--- config.mk ---
export PLATFORM = sky130hd
export DESIGN_NAME = memory_arbiter_flat
export DESIGN_NICKNAME = d
export VERILOG_FILES = /design/src/rtl/cpu_types_pkg.sv /design/src/rtl/memory_arbiter_if.sv /design/src/rtl/memory_arbiter.sv /design/src/flat_wrapper.sv
export SDC_FILE = /design/constraint.sdc
export NUM_CORES = 1
export LEC_CHECK = 0
export CAP_MARGIN = 20
export CELL_PAD_IN_SITES_DETAIL_PLACEMENT = 2
export CELL_PAD_IN_SITES_GLOBAL_PLACEMENT = 2
export CORE_ASPECT_RATIO = 1.5
export CORE_MARGIN = 3
export CORE_UTILIZATION = 10
export DETAILED_ROUTE_END_ITERATION = 8
export GPL_TIMING_DRIVEN = 0
export HOLD_SLACK_MARGIN = 0.08
export PLACE_DENSITY_LB_ADDON = 0.1
export RECOVER_POWER = 100
export SLEW_MARGIN = 20
export SYNTH_ARGS = -nofsm -noshare
export SYNTH_HDL_FRONTEND = slang
export SYNTH_SLANG_ARGS = --single-unit
--- constraint.sdc ---
create_clock -name CLK -period 1.5 [get_ports CLK]
set_input_delay 0.375 -clock CLK [delete_from_list [all_inputs] [get_ports CLK]]
set_output_delay 0.375 -clock CLK [all_outputs]
set_load 0.02 [all_outputs]
--- src/rtl/cpu_types_pkg.sv ---
// Types shared across the CPU: RAM status codes and the machine word.
package cpu_types_pkg;

    typedef logic [31:0] word_t;

    typedef enum logic [1:0] {
        FREE   = 2'd0,
        BUSY   = 2'd1,
        ACCESS = 2'd2,
        ERROR  = 2'd3
    } ramstate_t;

endpackage

--- src/rtl/memory_arbiter_if.sv ---
// Bus between the two caches, the arbiter and the RAM port.
// The arbiter connects through the slave modport. Whatever drives the caches and the RAM uses the master modport.
interface memory_arbiter_if;
    import cpu_types_pkg::*;

    logic      iREN;
    word_t     iaddr;
    logic      iwait;
    word_t     iload;

    logic      dREN;
    logic      dWEN;
    word_t     daddr;
    word_t     dstore;
    logic      dwait;
    word_t     dload;

    logic      ramREN;
    logic      ramWEN;
    word_t     ramaddr;
    word_t     ramstore;
    word_t     ramload;
    ramstate_t ramstate;
    logic      ramerr;

    modport slave (
        input  iREN, iaddr, dREN, dWEN, daddr, dstore, ramload, ramstate,
        output iwait, iload, dwait, dload, ramREN, ramWEN, ramaddr, ramstore, ramerr
    );

    modport master (
        output iREN, iaddr, dREN, dWEN, daddr, dstore, ramload, ramstate,
        input  iwait, iload, dwait, dload, ramREN, ramWEN, ramaddr, ramstore, ramerr
    );

endinterface

--- src/rtl/memory_arbiter.sv ---
// Arbitrates one RAM port between icache and dcache. The dcache has priority.
// The icache gets the port after STARVE_LIMIT back-to-back dcache completions.
module memory_arbiter
    import cpu_types_pkg::*;
#(
    parameter int unsigned STARVE_LIMIT = 4
) (
    input logic              CLK,
    input logic              nRST,
    memory_arbiter_if.slave  bus
);

    if (STARVE_LIMIT < 1 || STARVE_LIMIT > 7) begin : g_bad_starve_limit
        $error("memory_arbiter: STARVE_LIMIT must be in 1..7");
    end

    localparam logic [2:0] LIMIT = 3'(STARVE_LIMIT);

    typedef enum logic [1:0] {
        IDLE,
        DGRANT,
        IGRANT
    } state_t;

    state_t     state_q, state_d;
    logic [2:0] dstreak_q, dstreak_d;
    logic       ramerr_q, ramerr_d;

    logic       d_req;
    logic       d_done;
    logic       i_done;

    // A completion needs the grantee to still be requesting. A request dropped in the ACCESS cycle aborts the transfer.
    always_comb begin
        d_req  = bus.dREN | bus.dWEN;
        d_done = (state_q == DGRANT) && d_req    && (bus.ramstate == ACCESS);
        i_done = (state_q == IGRANT) && bus.iREN && (bus.ramstate == ACCESS);
    end

    // NOTE: every signal gets a default before the case so no path leaves it unassigned (no latch).
    always_comb begin
        state_d = state_q;
        unique case (state_q)
            IDLE: begin
                if (d_req && (!bus.iREN || dstreak_q < LIMIT)) begin
                    state_d = DGRANT;
                end else if (bus.iREN) begin
                    state_d = IGRANT;
                end
            end
            DGRANT:  if (!d_req || d_done)    state_d = IDLE;
            IGRANT:  if (!bus.iREN || i_done) state_d = IDLE;
            default: state_d = IDLE;
        endcase

        ramerr_d = ramerr_q | ((state_q != IDLE) && (bus.ramstate == ERROR));

        dstreak_d = dstreak_q;
        if (!bus.iREN || i_done) begin
            dstreak_d = 3'd0;
        end else if (d_done && dstreak_q < LIMIT) begin
            dstreak_d = dstreak_q + 3'd1;
        end
    end

    // Outputs decode straight from state_q. An asynchronous reset therefore drops the RAM strobes at once.
    always_comb begin
        bus.ramREN   = 1'b0;
        bus.ramWEN   = 1'b0;
        bus.ramaddr  = '0;
        bus.ramstore = '0;
        bus.iwait    = 1'b1;
        bus.dwait    = 1'b1;
        bus.iload    = bus.ramload;
        bus.dload    = bus.ramload;
        bus.ramerr   = ramerr_q;
        unique case (state_q)
            DGRANT: begin
                bus.ramaddr  = bus.daddr;
                bus.ramstore = bus.dstore;
                bus.ramWEN   = bus.dWEN;
                bus.ramREN   = bus.dREN & ~bus.dWEN;
                bus.dwait    = ~d_done;
            end
            IGRANT: begin
                bus.ramaddr = bus.iaddr;
                bus.ramREN  = 1'b1;
                bus.iwait   = ~i_done;
            end
            default: ;
        endcase
    end

    // NOTE: sequential state uses non-blocking assignments only, with an asynchronous active-low reset.
    always_ff @(posedge CLK or negedge nRST) begin
        if (!nRST) begin
            state_q   <= IDLE;
            dstreak_q <= 3'd0;
            ramerr_q  <= 1'b0;
        end else begin
            state_q   <= state_d;
            dstreak_q <= dstreak_d;
            ramerr_q  <= ramerr_d;
        end
    end

endmodule

--- src/flat_wrapper.sv ---
// flat-port wrapper written by rule: the top's interface ports become plain ports
module memory_arbiter_flat import cpu_types_pkg::*;
#(
    parameter int unsigned STARVE_LIMIT = 4
)
  (CLK, nRST, bus_iREN, bus_iaddr, bus_dREN, bus_dWEN, bus_daddr, bus_dstore, bus_ramload, bus_ramstate, bus_iwait, bus_iload, bus_dwait, bus_dload, bus_ramREN, bus_ramWEN, bus_ramaddr, bus_ramstore, bus_ramerr);
  memory_arbiter_if bus_i ();
  input logic CLK;
  input logic nRST;
  input wire logic [$bits(bus_i.iREN)-1:0] bus_iREN;
  input wire logic [$bits(bus_i.iaddr)-1:0] bus_iaddr;
  input wire logic [$bits(bus_i.dREN)-1:0] bus_dREN;
  input wire logic [$bits(bus_i.dWEN)-1:0] bus_dWEN;
  input wire logic [$bits(bus_i.daddr)-1:0] bus_daddr;
  input wire logic [$bits(bus_i.dstore)-1:0] bus_dstore;
  input wire logic [$bits(bus_i.ramload)-1:0] bus_ramload;
  input wire logic [$bits(bus_i.ramstate)-1:0] bus_ramstate;
  output wire logic [$bits(bus_i.iwait)-1:0] bus_iwait;
  output wire logic [$bits(bus_i.iload)-1:0] bus_iload;
  output wire logic [$bits(bus_i.dwait)-1:0] bus_dwait;
  output wire logic [$bits(bus_i.dload)-1:0] bus_dload;
  output wire logic [$bits(bus_i.ramREN)-1:0] bus_ramREN;
  output wire logic [$bits(bus_i.ramWEN)-1:0] bus_ramWEN;
  output wire logic [$bits(bus_i.ramaddr)-1:0] bus_ramaddr;
  output wire logic [$bits(bus_i.ramstore)-1:0] bus_ramstore;
  output wire logic [$bits(bus_i.ramerr)-1:0] bus_ramerr;
  assign bus_i.iREN = bus_iREN;
  assign bus_i.iaddr = bus_iaddr;
  assign bus_i.dREN = bus_dREN;
  assign bus_i.dWEN = bus_dWEN;
  assign bus_i.daddr = bus_daddr;
  assign bus_i.dstore = bus_dstore;
  assign bus_i.ramload = bus_ramload;
  assign bus_i.ramstate = bus_ramstate;
  assign bus_iwait = bus_i.iwait;
  assign bus_iload = bus_i.iload;
  assign bus_dwait = bus_i.dwait;
  assign bus_dload = bus_i.dload;
  assign bus_ramREN = bus_i.ramREN;
  assign bus_ramWEN = bus_i.ramWEN;
  assign bus_ramaddr = bus_i.ramaddr;
  assign bus_ramstore = bus_i.ramstore;
  assign bus_ramerr = bus_i.ramerr;
  memory_arbiter #(.STARVE_LIMIT(STARVE_LIMIT)) u_core (.CLK(CLK), .nRST(nRST), .bus(bus_i));
endmodule
==> flow_metrics.py, run 1 <==
metrics = {
    "final_layout": {
        "n_antenna_cell": 0,
        "multi_input_area_um2": 1430,
        "regArea_um2": 150,
        "fin_area_um2": 5400,
        "layout_commonest_cell": "clkdlybuf4s50_1",
        "layout-drive-gt1-share_pct": 60.1,
        "syn2layout_area_growth_pct": 248,
        "nNetsFinal": 615,
        "stdcell_count": 673,
        "fillers": 1647,
        "final_cell_mix": "clkdlybuf4s50_1 (165), buf_6 (67), clkbuf_4 (64)",
    },
    "clocking": {
        "cts_num_sinks": 6,
        "htreeDepth": 1,
        "cts_tree": "built",
        "clock_path_buffers": 2,
        "insertion_delay_ns": 0.23,
        "clockRootBuffer": "clkbuf_16",
        "clkTransAtPathRegs_ns": 0.03,
        "cts-buffers-inserted": 3,
    },
    "synth": {
        "synthCells": 214,
        "yosysWarnings": 0,
        "synth.cell_area_um2": 1550,
        "synth.avg_cell_area_um2": 7.25,
        "yosysSeqAreaShare_pct": 9.68,
        "mappedNetlistNets": 353,
        "ys_types": 27,
        "synth-seq-cells": 6,
    },
    "timing": {
        "rsz0062_at_grt": "yes",
        "hold_viol": 0,
        "setup_ws_ns": -0.481,
        "fin_worst_skew_ns": 0.00155,
        "finalCriticalPeriod_ns": 1.98,
        "drv_slew": 0,
        "whs_ns": 0.472,
        "timing.final.crit_share_pct": 132,
        "setup_viol": 72,
        "fmax_mhz": 505,
        "fin_setup_tns_ns": -29.84,
        "worst_pin_slew_ns": 0.379,
        "slew_headroom_pct": 74.5,
    },
    "setup_path": {
        "reg2reg_depth": 8,
        "cpMostUsedCell": "buf_6",
        "critPathMaxFanout": 6,
        "setup.worst_path.end_class": "primary output",
        "max_stage_delay_ns": 0.39,
        "crit_path_top_delay_cell": "dfrtp_1",
        "r2r_start": "u_core.state_q[1]$_DFFE_PN0P_",
        "r2r_slack_ns": -0.29,
        "r2r_end": "u_core.dstreak_q[0]$_DFFE_PN0P_",
        "required_ns": 1.12,
        "crit_path_start_kind": "flop",
        "crit_chain": "buf_6 > ha_4 > buf_6 > clkbuf_16 > a22oi_2 > nor2b_4 > buf_6",
        "path_class": "reg -> out",
        "crit_arrival_ns": 1.61,
    },
    "placed_design": {
        "place_inst": 648,
        "place.port_buffers": 235,
        "place_area_um2": 4720,
        "post-dp-hpwl_um": 9270,
        "gp_congestion": 0.666,
    },
    "power_and_ir_drop": {
        "clock_power_share_pct": 5.5,
        "power_frac_comb_pct": 91.7,
        "powerDensity_nw_per_um2": 1460,
        "vdd.ir_drop.worst_mv": 0.487,
        "leakage_nw": 2.27,
        "p_switching_mw": 3.09,
        "switching_share_pct": 39.2,
        "power.internal_mw": 4.78,
        "pwr-share-seq_pct": 2.8,
    },
    "drt": {
        "dr_total_vias": 2508,
        "routed_wl_um": 11200,
        "drc": 0,
        "viasPerCell": 3.73,
        "drt-initial-drc-count": 12,
        "dr.pass1.iters": 2,
        "wl_per_cell_um": 16.7,
        "ant_nets": 0,
    },
    "die": {
        "core_area_um2": 15100,
        "fp.dieW_um": 108,
        "rows": 55,
        "start_util_pct": 10.2,
        "die_y_um": 159,
        "io_pins": 268,
        "dieArea_um2": 17100,
    },
    "global_route": {
        "first_global_vias": 2754,
        "grt_max_degree": 11,
        "grt_util_all_layers_pct": 11.9,
        "antenna_found_initial": 0,
        "grt_overflow_total": 0,
        "grt_pass1_wl_um": 15900,
    },
    "outcome": {
        "violations": "negative setup slack",
        "status": "finished with violations",
    },
    "worst_hold_path": {
        "hold_class": "in -> async",
    },
    "job": {
        "drv_cap": 0,
    },
}
==> area by class of cell <==
class	instances	area share, %
Timing Repair Buffer	257	50.5
Multi-Input combinational cell	127	26.4
Buffer	78	14.2
Tap cell	199	4.61
Sequential cell	6	2.78
Clock buffer	3	1.39
Inverter	3	0.208
==> power by group through the flow <==
stage | registers [mW] | clock network, mW | logic (mW)
floorplan | 0.208 | 0 | 3.66
global placement | 0.210 | 0 | 5.68
detailed placement | 0.213 | 0 | 5.74
CTS | 0.217 | 0.442 | 6.84
global route | 0.225 | 0.457 | 7.62
finish | 0.218 | 0.433 | 7.22
==> cells in the mapped netlist <==
library cell  count  share of area, %
a31o_2            1              0.56
buf_2             1              0.32
mux2i_1           1              0.65
nand3_1           1              0.32
nand2_1           5               1.2
buf_4            64                31
ha_1              4               3.2
a22oi_1          32                15
or3b_4            1              0.73
xor2_1            1              0.56
nor2b_1          33                13
nor2_1            5               1.2
dfrtp_1           6               9.7
a21oi_1           1              0.32
inv_1             3              0.73
o41ai_1           1              0.56
a21boi_0          1              0.48
a31oi_1           1              0.40
and2_1           33                13
a32o_1            1              0.65
o21ai_0           1              0.32
a21o_1            1              0.48
buf_1             2              0.48
clkbuf_1         11               2.7
o21ai_1           1              0.32
nor2b_2           1              0.56
o21a_1            1              0.48
==> sequential cells by signal, summed over array words and instances, names as in the netlist <==
name	cells
u_core.state_q	2
u_core.bus.ramerr	1
u_core.dstreak_q	3
==> metal layers <==
metal  GRT usage [%]  part of all wire (%)  vias up
li1                -                     -     1175
met1            11.7                    31     1197
met2            25.2                    61      132
met3            2.31                   7.3        4
met4            1.74                  0.67        0
met5               0                     0        -
==> cell families after synthesis <==
kind of cell	synth area share, %
DFF	9.68
buffers and inverters	35.2
and+or+nand+nor	30.6
adders and majority gates	3.23
muxes	0.645
xor gates and xnor gates	0.565
AOI/OAI and AO/OA	20.1
==> worst max-delay path, delay by kind of cell, from the launching register on <==
family | cells | cell delay (ns)
buffers and inverters | 4 | 0.55
flip-flops | 1 | 0.39
adder cells (fa/ha/maj) | 1 | 0.19
AO/OA/AOI/OAI | 1 | 0.18
AND/OR/NAND/NOR | 1 | 0.06
==> what timing repair did <==
action                                  in CTS  in global routing
endpoints found under the setup margin      73                 73
gates resized for setup                    421                 44
hold buffers                                 0                  0
pin swaps                                   26                 43
gates cloned                                 6                  4
setup buffers                                9                  3
==> stage by stage <==
| stage | setup slack (ns) | utilization (%) | total power [mW] |
|---|---|---|---|
| after floorplan | -0.0289 | - | 3.87 |
| after CTS | -0.484 | 34.3 | 7.50 |
| final | -0.481 | 35.7 | 7.87 |
| after global placement | -0.879 | 31.2 | 5.89 |
| after detailed placement | -0.892 | 31.2 | 5.96 |
| after global routing | -0.552 | 35.7 | 8.30 |
==> how the worst max path moves through the flow <==
stage / from / endpoint / slack (ns) / cells after the start
after floorplan: u_core.state_q[0]$_DFFE_PN0P_ / bus_ramaddr[10] / -0.03 / 6
after global placement: u_core.state_q[0]$_DFFE_PN0P_ / bus_ramaddr[13] / -0.88 / 5
after detailed placement: u_core.state_q[0]$_DFFE_PN0P_ / bus_ramaddr[13] / -0.89 / 5
after CTS: u_core.state_q[1]$_DFFE_PN0P_ / bus_ramaddr[24] / -0.48 / 6
after global routing: u_core.state_q[1]$_DFFE_PN0P_ / bus_ramaddr[8] / -0.55 / 7
final: u_core.state_q[0]$_DFFE_PN0P_ / bus_ramaddr[13] / -0.48 / 7
Power figures use the tool's default switching activity.
==> run 2, diff against run 1 <==
Settings changed: PLACE_DENSITY set to 0.95, PLACE_DENSITY_LB_ADDON 0.1 to unset.
==> flow_metrics.py, run 2 (same netlist as run 1, synthesis figures left out) <==
metrics = {
    "outcome": {
        "violations": "negative setup slack",
        "status": "finished with violations",
    },
    "worst_hold_path": {
        "hold_class": "in -> async",
    },
    "die": {
        "fp.dieW_um": 108,
        "start_util_pct": 10.2,
        "core_area_um2": 15100,
        "rows": 55,
        "io_pins": 268,
        "die_y_um": 159,
        "dieArea_um2": 17100,
    },
    "clocking": {
        "holdBufCountCts": 0,
        "clkTransAtPathRegs_ns": 0.03,
        "cts-buffers-inserted": 3,
        "cts_num_sinks": 6,
        "htreeDepth": 1,
        "cts_tree": "built",
        "insertion_delay_ns": 0.23,
        "clock_path_buffers": 2,
        "clockRootBuffer": "clkbuf_16",
    },
    "final_layout": {
        "final_cell_mix": "clkdlybuf4s50_1 (165), buf_6 (75), clkbuf_4 (64)",
        "syn2layout_area_growth_pct": 249,
        "nNetsFinal": 612,
        "layout-drive-gt1-share_pct": 60.5,
        "finalCoreUtilization_pct": 35.8,
        "n_antenna_cell": 0,
        "top_register": "u_core.dstreak_q",
        "largest_reg_flops": 3,
        "fillers": 1657,
        "layout_commonest_cell": "clkdlybuf4s50_1",
        "fin_area_um2": 5420,
    },
    "global_route": {
        "first_global_vias": 2926,
        "grt_pass1_wl_um": 17200,
        "grt_max_degree": 11,
        "antenna_found_initial": 0,
        "grt_util_all_layers_pct": 13.2,
        "grt_overflow_total": 0,
    },
    "placed_design": {
        "place.port_buffers": 235,
        "place_area_um2": 4720,
        "gp_congestion": 0.705,
        "post-dp-hpwl_um": 10200,
    },
    "setup_path": {
        "reg2reg_depth": 8,
        "path_class": "reg -> out",
        "cpMostUsedCell": "buf_6",
        "crit_arrival_ns": 1.62,
        "crit_chain": "buf_6 > ha_4 > clkbuf_16 > buf_6 > a22oi_2 > nor2b_4 > buf_6",
        "required_ns": 1.12,
        "critPathMaxFanout": 7,
        "max_stage_delay_ns": 0.39,
        "setup.worst_path.end_class": "primary output",
        "crit_path_top_delay_cell": "dfrtp_1",
        "crit_path_start_kind": "flop",
    },
    "drt": {
        "dr.pass1.iters": 4,
        "drt-initial-drc-count": 40,
        "ant_nets": 0,
        "wl_per_cell_um": 18.2,
        "drc": 0,
        "dr_total_vias": 2543,
        "viasPerCell": 3.80,
        "routed_wl_um": 12200,
    },
    "timing": {
        "rsz0062_at_grt": "yes",
        "timing.final.crit_share_pct": 133,
        "setup_ws_ns": -0.499,
        "setup_viol": 72,
        "slew_headroom_pct": 73.6,
        "fin_setup_tns_ns": -29.83,
        "fmax_mhz": 500,
        "drv_slew": 0,
        "finalCriticalPeriod_ns": 2.00,
        "fin_worst_skew_ns": 0.000515,
        "worst_pin_slew_ns": 0.391,
        "hold_viol": 0,
    },
    "power_and_ir_drop": {
        "leakage_nw": 2.26,
        "vdd.ir_drop.worst_mv": 0.539,
        "powerDensity_nw_per_um2": 1470,
    },
    "job": {
        "drv_cap": 0,
    },
}
==> run 2: changes by cell type in the layout (fill, tap and decap cells not counted), moves of 2 or more <==
cell | before | now
buf_4 | 14 | 5
buf_6 | 67 | 75
buf_8 | 6 | 1
nand2_1 | 4 | 2
nand2_2 | 1 | 3
==> run 2: layout make-up <==
| type | count | area [µm²] | area share, % |
|---|---|---|---|
| sequential | 6 | 150 | 2.77 |
| tap | 199 | 249 | 4.60 |
| buffer | 78 | 786 | 14.5 |
| inverter | 3 | 11.3 | 0.208 |
| timing repair buffer | 254 | 2710 | 50.0 |
| multi-input combinational | 127 | 1440 | 26.5 |
| clock buffer | 3 | 75.1 | 1.39 |
==> run 2: routing by layer <==
metal  GRT usage (%)  part of all wire [%]  vias up
li1                -                     -     1164
met1            11.9                    30     1188
met4            3.37                   1.3        0
met5               0                     0        -
met3            4.38                    11       11
met2            27.3                    58      180
==> run 2: worst paths after layout <==
kind                                               start                              end  slack, ns
hold / removal                                      nRST  u_core.dstreak_q[1]$_DFFE_PN0P_       0.47
hold reg to reg              u_core.bus.ramerr$_DFF_PN0_      u_core.bus.ramerr$_DFF_PN0_       0.48
max in group asynchronous                           nRST    u_core.state_q[0]$_DFFE_PN0P_       0.80
setup reg to reg           u_core.state_q[1]$_DFFE_PN0P_  u_core.dstreak_q[1]$_DFFE_PN0P_      -0.27
min in group CLK             u_core.bus.ramerr$_DFF_PN0_      u_core.bus.ramerr$_DFF_PN0_       0.48
setup / recovery           u_core.state_q[0]$_DFFE_PN0P_                  bus_ramaddr[25]      -0.50
==> run 2: through the flow <==
| step | cells | setup slack [ns] | hold slack [ns] | power [mW] |
|---|---|---|---|---|
| detailed placement | 648 | -0.963 | 0.479 | 6.03 |
| CTS | 667 | -0.506 | 0.407 | 7.80 |
| floorplan | 214 | -0.0289 | 0.0794 | 3.87 |
| global placement | 648 | -0.920 | 0.459 | 5.88 |
| finish | 670 | -0.499 | 0.468 | 7.96 |
| global route | 670 | -0.555 | 0.499 | 8.36 |
==> run 2: critical path: cells and delay by family (launching register included) <==
| kind | cells | cell delay, ns |
|---|---|---|
| buf+inv | 4 | 0.56 |
| compound gates | 1 | 0.19 |
| simple gates | 1 | 0.06 |
| fa+ha+maj | 1 | 0.19 |
| flops | 1 | 0.39 |
==> run 2: power by group <==
part | leakage (nW) | total (mW) | internal (mW) | switching [mW]
registers | 0.0758 | 0.219 | 0.190 | 0.0282
clock network | 0.0370 | 0.444 | 0.343 | 0.100
logic | 2.15 | 7.30 | 4.23 | 3.07
==> run 2: what timing repair did <==
item | 4_1_cts | 5_1_grt
pin swaps | 45 | 23
cloned | 7 | 0
buffers inserted | 9 | 3
gates resized for setup | 439 | 34
setup endpoints to repair | 74 | 73
